[src/rtl/tx_req_engine_if.sv]
// Stream bundle for tx_req_engine: enqueue, doorbell, scheduler request,
// packet and request-status channels. The engine connects through the slave modport.
interface tx_req_engine_if #(
  parameter int QUEUE_INDEX_WIDTH = 6,
  parameter int REQ_TAG_WIDTH     = 8,
  parameter int LEN_WIDTH         = 16
);
  logic [QUEUE_INDEX_WIDTH-1:0] s_axis_enq_queue;
  logic [LEN_WIDTH-1:0]         s_axis_enq_len;
  logic                         s_axis_enq_valid;
  logic                         s_axis_enq_ready;

  logic [QUEUE_INDEX_WIDTH-1:0] m_axis_doorbell_queue;
  logic                         m_axis_doorbell_valid;

  logic [QUEUE_INDEX_WIDTH-1:0] s_axis_tx_req_queue;
  logic [REQ_TAG_WIDTH-1:0]     s_axis_tx_req_tag;
  logic                         s_axis_tx_req_valid;
  logic                         s_axis_tx_req_ready;

  logic [QUEUE_INDEX_WIDTH-1:0] m_axis_pkt_queue;
  logic [LEN_WIDTH-1:0]         m_axis_pkt_len;
  logic                         m_axis_pkt_valid;
  logic                         m_axis_pkt_ready;

  logic [LEN_WIDTH-1:0]         m_axis_tx_req_status_len;
  logic [REQ_TAG_WIDTH-1:0]     m_axis_tx_req_status_tag;
  logic                         m_axis_tx_req_status_valid;

  modport master (
    output s_axis_enq_queue, s_axis_enq_len, s_axis_enq_valid,
    input  s_axis_enq_ready,
    input  m_axis_doorbell_queue, m_axis_doorbell_valid,
    output s_axis_tx_req_queue, s_axis_tx_req_tag, s_axis_tx_req_valid,
    input  s_axis_tx_req_ready,
    input  m_axis_pkt_queue, m_axis_pkt_len, m_axis_pkt_valid,
    output m_axis_pkt_ready,
    input  m_axis_tx_req_status_len, m_axis_tx_req_status_tag, m_axis_tx_req_status_valid
  );

  modport slave (
    input  s_axis_enq_queue, s_axis_enq_len, s_axis_enq_valid,
    output s_axis_enq_ready,
    output m_axis_doorbell_queue, m_axis_doorbell_valid,
    input  s_axis_tx_req_queue, s_axis_tx_req_tag, s_axis_tx_req_valid,
    output s_axis_tx_req_ready,
    output m_axis_pkt_queue, m_axis_pkt_len, m_axis_pkt_valid,
    input  m_axis_pkt_ready,
    output m_axis_tx_req_status_len, m_axis_tx_req_status_tag, m_axis_tx_req_status_valid
  );
endinterface

[src/rtl/tx_req_engine.sv]
// Transmit request engine: per-queue pending-packet table with doorbells and a one-in-flight
// request FSM. Define TX_REQ_ENGINE_STATS_EN to add saturating packet / empty-status counters.
module tx_req_engine #(
  parameter int QUEUE_INDEX_WIDTH = 6,
  parameter int REQ_TAG_WIDTH     = 8,
  parameter int LEN_WIDTH         = 16,
  parameter int COUNT_WIDTH       = 8
) (
  input  logic        clk,
  input  logic        rst_n,
`ifdef TX_REQ_ENGINE_STATS_EN
  output logic [31:0] stat_pkt_count,
  output logic [31:0] stat_empty_count,
`endif
  tx_req_engine_if.slave bus
);
  localparam int NQ = 1 << QUEUE_INDEX_WIDTH;

  typedef enum logic [1:0] {IDLE, LOOKUP, PKT, STATUS} state_t;
  state_t state, state_nxt;

  logic [COUNT_WIDTH-1:0]       count [NQ];
  logic [LEN_WIDTH-1:0]         plen  [NQ];
  logic [NQ-1:0]                inc_vec, dec_vec;
  logic                         live;
  logic [QUEUE_INDEX_WIDTH-1:0] req_queue, db_queue;
  logic [REQ_TAG_WIDTH-1:0]     req_tag;
  logic [LEN_WIDTH-1:0]         req_len;
  logic                         db_valid;
  logic                         enq_ready, enq_fire, req_ready, req_fire, hit;
  logic                         pkt_valid, status_valid;

  // live holds ready/valid low for the first cycle after reset is released
  assign enq_ready = rst_n && live && (count[bus.s_axis_enq_queue] != '1);
  assign enq_fire  = bus.s_axis_enq_valid && enq_ready;
  assign req_fire  = bus.s_axis_tx_req_valid && req_ready;
  assign hit       = (count[req_queue] != '0);

  always_comb begin
    inc_vec = '0;
    dec_vec = '0;
    if (enq_fire) inc_vec[bus.s_axis_enq_queue] = 1'b1;
    if (state == LOOKUP && hit) dec_vec[req_queue] = 1'b1;
  end

  // Same-cycle enqueue and dequeue on one queue leave the count unchanged
  always_ff @(posedge clk) begin
    if (!rst_n) begin
      for (int q = 0; q < NQ; q++) begin
        count[q] <= '0;
        plen[q]  <= '0;
      end
    end else begin
      for (int q = 0; q < NQ; q++) begin
        if (inc_vec[q] && !dec_vec[q]) count[q] <= count[q] + 1'b1;
        if (!inc_vec[q] && dec_vec[q]) count[q] <= count[q] - 1'b1;
        if (inc_vec[q]) plen[q] <= bus.s_axis_enq_len;
      end
    end
  end

  always_ff @(posedge clk) begin
    if (!rst_n) state <= IDLE;
    else        state <= state_nxt;
  end

  always_comb begin
    state_nxt = state;
    case (state)
      IDLE:    if (req_fire) state_nxt = LOOKUP;
      LOOKUP:  state_nxt = hit ? PKT : STATUS;
      PKT:     if (bus.m_axis_pkt_ready) state_nxt = STATUS;
      STATUS:  state_nxt = IDLE;
      default: state_nxt = IDLE;
    endcase
  end

  always_comb begin
    req_ready    = 1'b0;
    pkt_valid    = 1'b0;
    status_valid = 1'b0;
    case (state)
      IDLE:    req_ready    = rst_n && live;
      PKT:     pkt_valid    = rst_n;
      STATUS:  status_valid = rst_n;
      default: ;
    endcase
  end

  // req_len captures plen at LOOKUP, so a racing enqueue only affects later packets
  always_ff @(posedge clk) begin
    if (!rst_n) begin
      live      <= 1'b0;
      db_valid  <= 1'b0;
      db_queue  <= '0;
      req_queue <= '0;
      req_tag   <= '0;
      req_len   <= '0;
    end else begin
      live     <= 1'b1;
      db_valid <= enq_fire;
      if (enq_fire) db_queue <= bus.s_axis_enq_queue;
      if (req_fire) begin
        req_queue <= bus.s_axis_tx_req_queue;
        req_tag   <= bus.s_axis_tx_req_tag;
      end
      if (state == LOOKUP) req_len <= hit ? plen[req_queue] : '0;
    end
  end

  assign bus.s_axis_enq_ready           = enq_ready;
  assign bus.s_axis_tx_req_ready        = req_ready;
  assign bus.m_axis_doorbell_valid      = db_valid && rst_n;
  assign bus.m_axis_doorbell_queue      = rst_n ? db_queue : '0;
  assign bus.m_axis_pkt_valid           = pkt_valid;
  assign bus.m_axis_pkt_queue           = rst_n ? req_queue : '0;
  assign bus.m_axis_pkt_len             = rst_n ? req_len : '0;
  assign bus.m_axis_tx_req_status_valid = status_valid;
  assign bus.m_axis_tx_req_status_len   = rst_n ? req_len : '0;
  assign bus.m_axis_tx_req_status_tag   = rst_n ? req_tag : '0;

`ifdef TX_REQ_ENGINE_STATS_EN
  always_ff @(posedge clk) begin
    if (!rst_n) begin
      stat_pkt_count   <= '0;
      stat_empty_count <= '0;
    end else begin
      if (pkt_valid && bus.m_axis_pkt_ready && stat_pkt_count != '1)
        stat_pkt_count <= stat_pkt_count + 1'b1;
      if (status_valid && req_len == '0 && stat_empty_count != '1)
        stat_empty_count <= stat_empty_count + 1'b1;
    end
  end
`endif
endmodule
[src/flat_wrapper.sv]
// flat-port wrapper written by rule: the top's interface ports become plain ports
module tx_req_engine_flat 
#(
  parameter int QUEUE_INDEX_WIDTH = 6,
  parameter int REQ_TAG_WIDTH     = 8,
  parameter int LEN_WIDTH         = 16,
  parameter int COUNT_WIDTH       = 8
)
  (clk, rst_n, bus_s_axis_enq_queue, bus_s_axis_enq_len, bus_s_axis_enq_valid, bus_s_axis_enq_ready, bus_m_axis_doorbell_queue, bus_m_axis_doorbell_valid, bus_s_axis_tx_req_queue, bus_s_axis_tx_req_tag, bus_s_axis_tx_req_valid, bus_s_axis_tx_req_ready, bus_m_axis_pkt_queue, bus_m_axis_pkt_len, bus_m_axis_pkt_valid, bus_m_axis_pkt_ready, bus_m_axis_tx_req_status_len, bus_m_axis_tx_req_status_tag, bus_m_axis_tx_req_status_valid);
  tx_req_engine_if #(.QUEUE_INDEX_WIDTH(QUEUE_INDEX_WIDTH), .REQ_TAG_WIDTH(REQ_TAG_WIDTH), .LEN_WIDTH(LEN_WIDTH)) bus_i ();
  input  logic clk;
  input  logic rst_n;
  input wire logic [$bits(bus_i.s_axis_enq_queue)-1:0] bus_s_axis_enq_queue;
  input wire logic [$bits(bus_i.s_axis_enq_len)-1:0] bus_s_axis_enq_len;
  input wire logic [$bits(bus_i.s_axis_enq_valid)-1:0] bus_s_axis_enq_valid;
  output wire logic [$bits(bus_i.s_axis_enq_ready)-1:0] bus_s_axis_enq_ready;
  output wire logic [$bits(bus_i.m_axis_doorbell_queue)-1:0] bus_m_axis_doorbell_queue;
  output wire logic [$bits(bus_i.m_axis_doorbell_valid)-1:0] bus_m_axis_doorbell_valid;
  input wire logic [$bits(bus_i.s_axis_tx_req_queue)-1:0] bus_s_axis_tx_req_queue;
  input wire logic [$bits(bus_i.s_axis_tx_req_tag)-1:0] bus_s_axis_tx_req_tag;
  input wire logic [$bits(bus_i.s_axis_tx_req_valid)-1:0] bus_s_axis_tx_req_valid;
  output wire logic [$bits(bus_i.s_axis_tx_req_ready)-1:0] bus_s_axis_tx_req_ready;
  output wire logic [$bits(bus_i.m_axis_pkt_queue)-1:0] bus_m_axis_pkt_queue;
  output wire logic [$bits(bus_i.m_axis_pkt_len)-1:0] bus_m_axis_pkt_len;
  output wire logic [$bits(bus_i.m_axis_pkt_valid)-1:0] bus_m_axis_pkt_valid;
  input wire logic [$bits(bus_i.m_axis_pkt_ready)-1:0] bus_m_axis_pkt_ready;
  output wire logic [$bits(bus_i.m_axis_tx_req_status_len)-1:0] bus_m_axis_tx_req_status_len;
  output wire logic [$bits(bus_i.m_axis_tx_req_status_tag)-1:0] bus_m_axis_tx_req_status_tag;
  output wire logic [$bits(bus_i.m_axis_tx_req_status_valid)-1:0] bus_m_axis_tx_req_status_valid;
  assign bus_i.s_axis_enq_queue = bus_s_axis_enq_queue;
  assign bus_i.s_axis_enq_len = bus_s_axis_enq_len;
  assign bus_i.s_axis_enq_valid = bus_s_axis_enq_valid;
  assign bus_s_axis_enq_ready = bus_i.s_axis_enq_ready;
  assign bus_m_axis_doorbell_queue = bus_i.m_axis_doorbell_queue;
  assign bus_m_axis_doorbell_valid = bus_i.m_axis_doorbell_valid;
  assign bus_i.s_axis_tx_req_queue = bus_s_axis_tx_req_queue;
  assign bus_i.s_axis_tx_req_tag = bus_s_axis_tx_req_tag;
  assign bus_i.s_axis_tx_req_valid = bus_s_axis_tx_req_valid;
  assign bus_s_axis_tx_req_ready = bus_i.s_axis_tx_req_ready;
  assign bus_m_axis_pkt_queue = bus_i.m_axis_pkt_queue;
  assign bus_m_axis_pkt_len = bus_i.m_axis_pkt_len;
  assign bus_m_axis_pkt_valid = bus_i.m_axis_pkt_valid;
  assign bus_i.m_axis_pkt_ready = bus_m_axis_pkt_ready;
  assign bus_m_axis_tx_req_status_len = bus_i.m_axis_tx_req_status_len;
  assign bus_m_axis_tx_req_status_tag = bus_i.m_axis_tx_req_status_tag;
  assign bus_m_axis_tx_req_status_valid = bus_i.m_axis_tx_req_status_valid;
  tx_req_engine #(.QUEUE_INDEX_WIDTH(QUEUE_INDEX_WIDTH), .REQ_TAG_WIDTH(REQ_TAG_WIDTH), .LEN_WIDTH(LEN_WIDTH), .COUNT_WIDTH(COUNT_WIDTH)) u_core (.clk(clk), .rst_n(rst_n), .bus(bus_i));
endmodule
[config.mk]
export PLATFORM = sky130hd
export DESIGN_NAME = tx_req_engine_flat
export DESIGN_NICKNAME = d
export VERILOG_FILES = /design/src/rtl/tx_req_engine_if.sv /design/src/rtl/tx_req_engine.sv /design/src/flat_wrapper.sv
export SDC_FILE = /design/constraint.sdc
export NUM_CORES = 2
export LEC_CHECK = 0
export ABC_AREA = 1
export CORE_AREA = 10 10 519 521
export CTS_BUF_LIST = sky130_fd_sc_hd__clkbuf_4 sky130_fd_sc_hd__clkbuf_8 sky130_fd_sc_hd__clkbuf_16
export DETAILED_ROUTE_END_ITERATION = 8
export DIE_AREA = 0 0 529 531
export DONT_BUFFER_PORTS = 1
export GPL_TIMING_DRIVEN = 0
export SETUP_SLACK_MARGIN = 0.1
export SYNTH_ARGS = -nofsm -noshare
export SYNTH_HDL_FRONTEND = slang
export SYNTH_SLANG_ARGS = --single-unit
[constraint.sdc]
create_clock -name clk -period 11.7 [get_ports clk]
set_input_delay 1.17 -clock clk [delete_from_list [all_inputs] [get_ports clk]]
set_output_delay 1.17 -clock clk [all_outputs]
set_load 0.01 [all_outputs]
==> results.txt <==
* Die Span Y: about 530 µm
- The library cell used most frequently in the layout, excluding fill and tap cells, is nor2_1.
* Detailed-route DRC error count: 0
- A synthesized cell averages approximately 9.0 µm².
* Total congestion overflow: 0
- Using the TritonRoute via totals, the vias-per-cell ratio works out to 5.951.
* GP Congestion: 1.117
- Of the total power, registers draw 0.443.
* Boundary Pins: 98
- The share of total power dissipated in the clock network is 0.388.
- The number of antenna violations at the first check in global routing was 43.
- FF-to-FF setup slack: roughly 4.0 ns
- At the later pin of the worst-skew pair, clock insertion delay measures 0.90 ns.
* Effective utilization at floorplan: 0.3482
- STA puts the critical path data required time at 12.34 ns.
- Crit start category: primary input
* Maximum level of the CTS H-tree: 4
* Number of hold buffers added after CTS: 0
- At the pin with the least slew margin, the transition time is 1.739 ns.
* Sequential fraction of the synthesis area: 0.5221
- Switching Power: ~4.7 mW
- Most frequent cells in the layout: 2005 x nor2_1, 1629 x nand2_1, 1536 x edfxtp_1
* Total GRT Usage: 0.2902
- X dimension of the die: 529 µm
* Max-Cap Viols: 15
- Layout cells sized above 1: 0.07601
- Final hold analysis gives a worst-case slack of 0.3151 ns.
- The first global-routing pass estimated 578.2 mm of wire.
* Cell at the root of the clock tree: clkbuf_16
* Most Frequent Cell on Critical Path: nor2_1
- Number of buffers on the longest clock path: 3
* CTS buffer count: about 180
- The worst path needs 8.308 ns of the cycle, external delays included.
* First-pass iteration count of the detailed router: 9
- Most used DFF post-synth: edfxtp_1
* Outcome: complete, but fails checks
- Placed Instance Area: 94690 µm²
* RSZ-0062 raised after global routing: false
- For this run, the slowest stage of the critical path takes 1.08 ns.
* Sum of negative setup slack: 0 ns
* Share of total power in combinational logic: 0.168
- The critical path is of the in -> reg type.
- The floorplan step defined a core boundary enclosing 258800 µm².
- Among all stages on the critical path, the largest delay is contributed by nand2_1.
- Clock-pin slew on the worst setup and hold paths: approximately 0.070 ns
* Max-slew violations: 92
- After legalization and detailed placement, the total HPWL measured 309.5 mm.
- Clock tree from TritonCTS: done
- Of the available clock period, the critical path in the final layout requires 0.7101.
- Measured against its own limit, the worst slew margin works out to -0.1593.
* Pwr per Cell Area: 149.7 nW/µm²
- The finished cells cover 100800 µm².
* Post-CTS sizing: 0
* Maximum number of pins on one net before global-route repair: 31
- Net count, final: 10680
- The clock drives 1582 sinks.
- Full die area: roughly 280000 µm²
* Leakage power total: 41.36 nW
- STA puts the critical path data arrival time at 8.95 ns.
* Std-Cell Rows: 187
- Internal Dissipation: 10.37 mW
* Via count of the first global-routing pass: ~76000
* Gate count after technology mapping: 9981
* Post-Synthesis Net Count: between 10000 and 15000
- Of the total power, the share spent switching nets is 0.3129.
- Worst hold-check path type: in -> reg
* Critical Path End Type: flop
* Number of synthesized flops with an enable pin: 1536
- Count of nets left with antenna violations after detail routing: 0
- Counting flops and latches in the post-synthesis netlist gives 1582.
* Synthesized area: ~90000 µm²
- The area growth from synthesis to layout is 11.88%.
- Routed wire length: 425.7 mm
- Post-CTS setup buffers: 0
* Power Total: between 15 and 20 mW
* Violated checks: max-capacitance violations, max-slew violations
* Max VDD drop: approximately 170 µV
- Dividing the detail-routed wire length by the instance count gives 30.91 µm.
* Buffers on Ports: 0
- Of all nets on the critical path, the largest fanout is 18.
- Maximum clock skew at final layout: 0.08247 ns
* Synth warn: 0
- FMAX: 120.4 MHz
- Final setup violating endpoints: 0
* Number of vias after detailed routing: 81960
* Share of flip-flops with an asynchronous set or reset: 0
* Number of distinct standard cells referenced by the synthesized netlist: 49
* Drt first-iter violations: 13210
- The number of hold-slack violations in the final timing report came to 0.
## worst max-delay path: cells and delay by family
family,cells,cell delay (ns)
adders and majority gates,1,0.42
buffers and inverters,7,2.01
AOI/OAI and AO/OA,2,1.10
xor gates and xnor gates,1,0.18
and+or+nand+nor,24,4.00
## per-stage QoR
stage / utilization / std cells / worst slack, ns
2_1_floorplan: - / 9981 / 6.347
3_3_place_gp: 0.3646 / 13380 / 3.064
3_5_place_dp: 0.3659 / 13400 / 2.991
4_1_cts: 0.3890 / 13730 / 3.890
5_1_grt: 0.3892 / 13740 / 3.326
6_report: 0.3895 / 13770 / 3.392
## cell families (layout without fill, tap and decap cells)
group	Yosys count	after routing	share of synthesized area
AO/OA/AOI/OAI	2028	2028	0.1354
XOR/XNOR	182	182	0.01769
adder cells (fa/ha/maj)	448	448	0.06746
buffers and inverters	1428	1774	0.06325
flip-flops	1582	1582	0.5221
multiplexers	3	3	0.0003333
other	0	43	0
AND/OR/NAND/NOR	4310	4310	0.1937
## synth_stat cells, types with 5 or more instances
library cell,count,area share
xor2_1,148,0.014
xnor2_1,34,0.0033
o21ai_0,979,0.054
o221a_2,120,0.015
nor2_2,11,0.00076
clkinv_1,9,0.00037
o21bai_1,74,0.0062
o31ai_1,27,0.0022
clkbuf_1,328,0.014
buf_4,30,0.0025
nor2_1,2005,0.084
a21oi_1,485,0.027
a31oi_1,11,0.00076
buf_1,38,0.0016
edfxtp_1,1536,0.51
fa_1,63,0.014
nor2_4,21,0.0026
o221ai_1,136,0.013
nand4_1,72,0.0050
dfxtp_1,46,0.010
nand2_1,1629,0.068
buf_2,167,0.0093
a21o_1,15,0.0012
o211ai_1,91,0.0076
or2_2,54,0.0037
nand3_1,436,0.024
nor3_1,61,0.0034
o311ai_0,61,0.0059
inv_2,14,0.00058
o21ai_1,18,0.0010
nand4_2,5,0.00069
inv_1,839,0.035
ha_1,385,0.053
## flip-flops by register name (all words and copies together) (netlist names), named ones only
register,cells
u_core.req_len,16
u_core.count,512
u_core.req_queue,6
u_core.state,2
u_core.live,1
u_core.plen,1024
u_core.db_valid,1
u_core.req_tag,8
u_core.db_queue,6
## final timing paths
check,startpoint,endpoint,cells after the start
worst max-delay path,bus_s_axis_enq_queue[0],u_core.count[53][7],35
worst min-delay path,rst_n,u_core.live,0
worst max register to register,flop,u_core.count[47][7],29
worst min register to register,u_core.req_len[10],u_core.req_len[10],2
## final cells by class
class,instances,area (µm²)
fill,25850,158000
sequential,1582,47050
multi-input combinational,6971,37410
clock buffer,215,4798
tap,3402,4257
inverter,863,3242
buffer,565,2484
clock inverter,106,1169
timing repair buffer,25,290.3
antenna,43,107.6
## layer usage
metal / global-route usage / routed length, µm
met5: 0 / 70
met4: 0.2050 / 38060
met3: 0.08360 / 52890
met2: 0.4267 / 176800
met1: 0.3660 / 157900
## power by group through the flow
stage / clock (mW) / sequential, mW / combinational, mW
after floorplan: 0 / 6.70 / 1.28
after global placement: 0 / 6.79 / 2.34
after detailed placement: 0 / 6.80 / 2.39
after CTS: 5.85 / 6.68 / 2.40
after global routing: 6.08 / 6.71 / 2.59
final: 5.86 / 6.69 / 2.54
(Power assumes the default switching activity.)
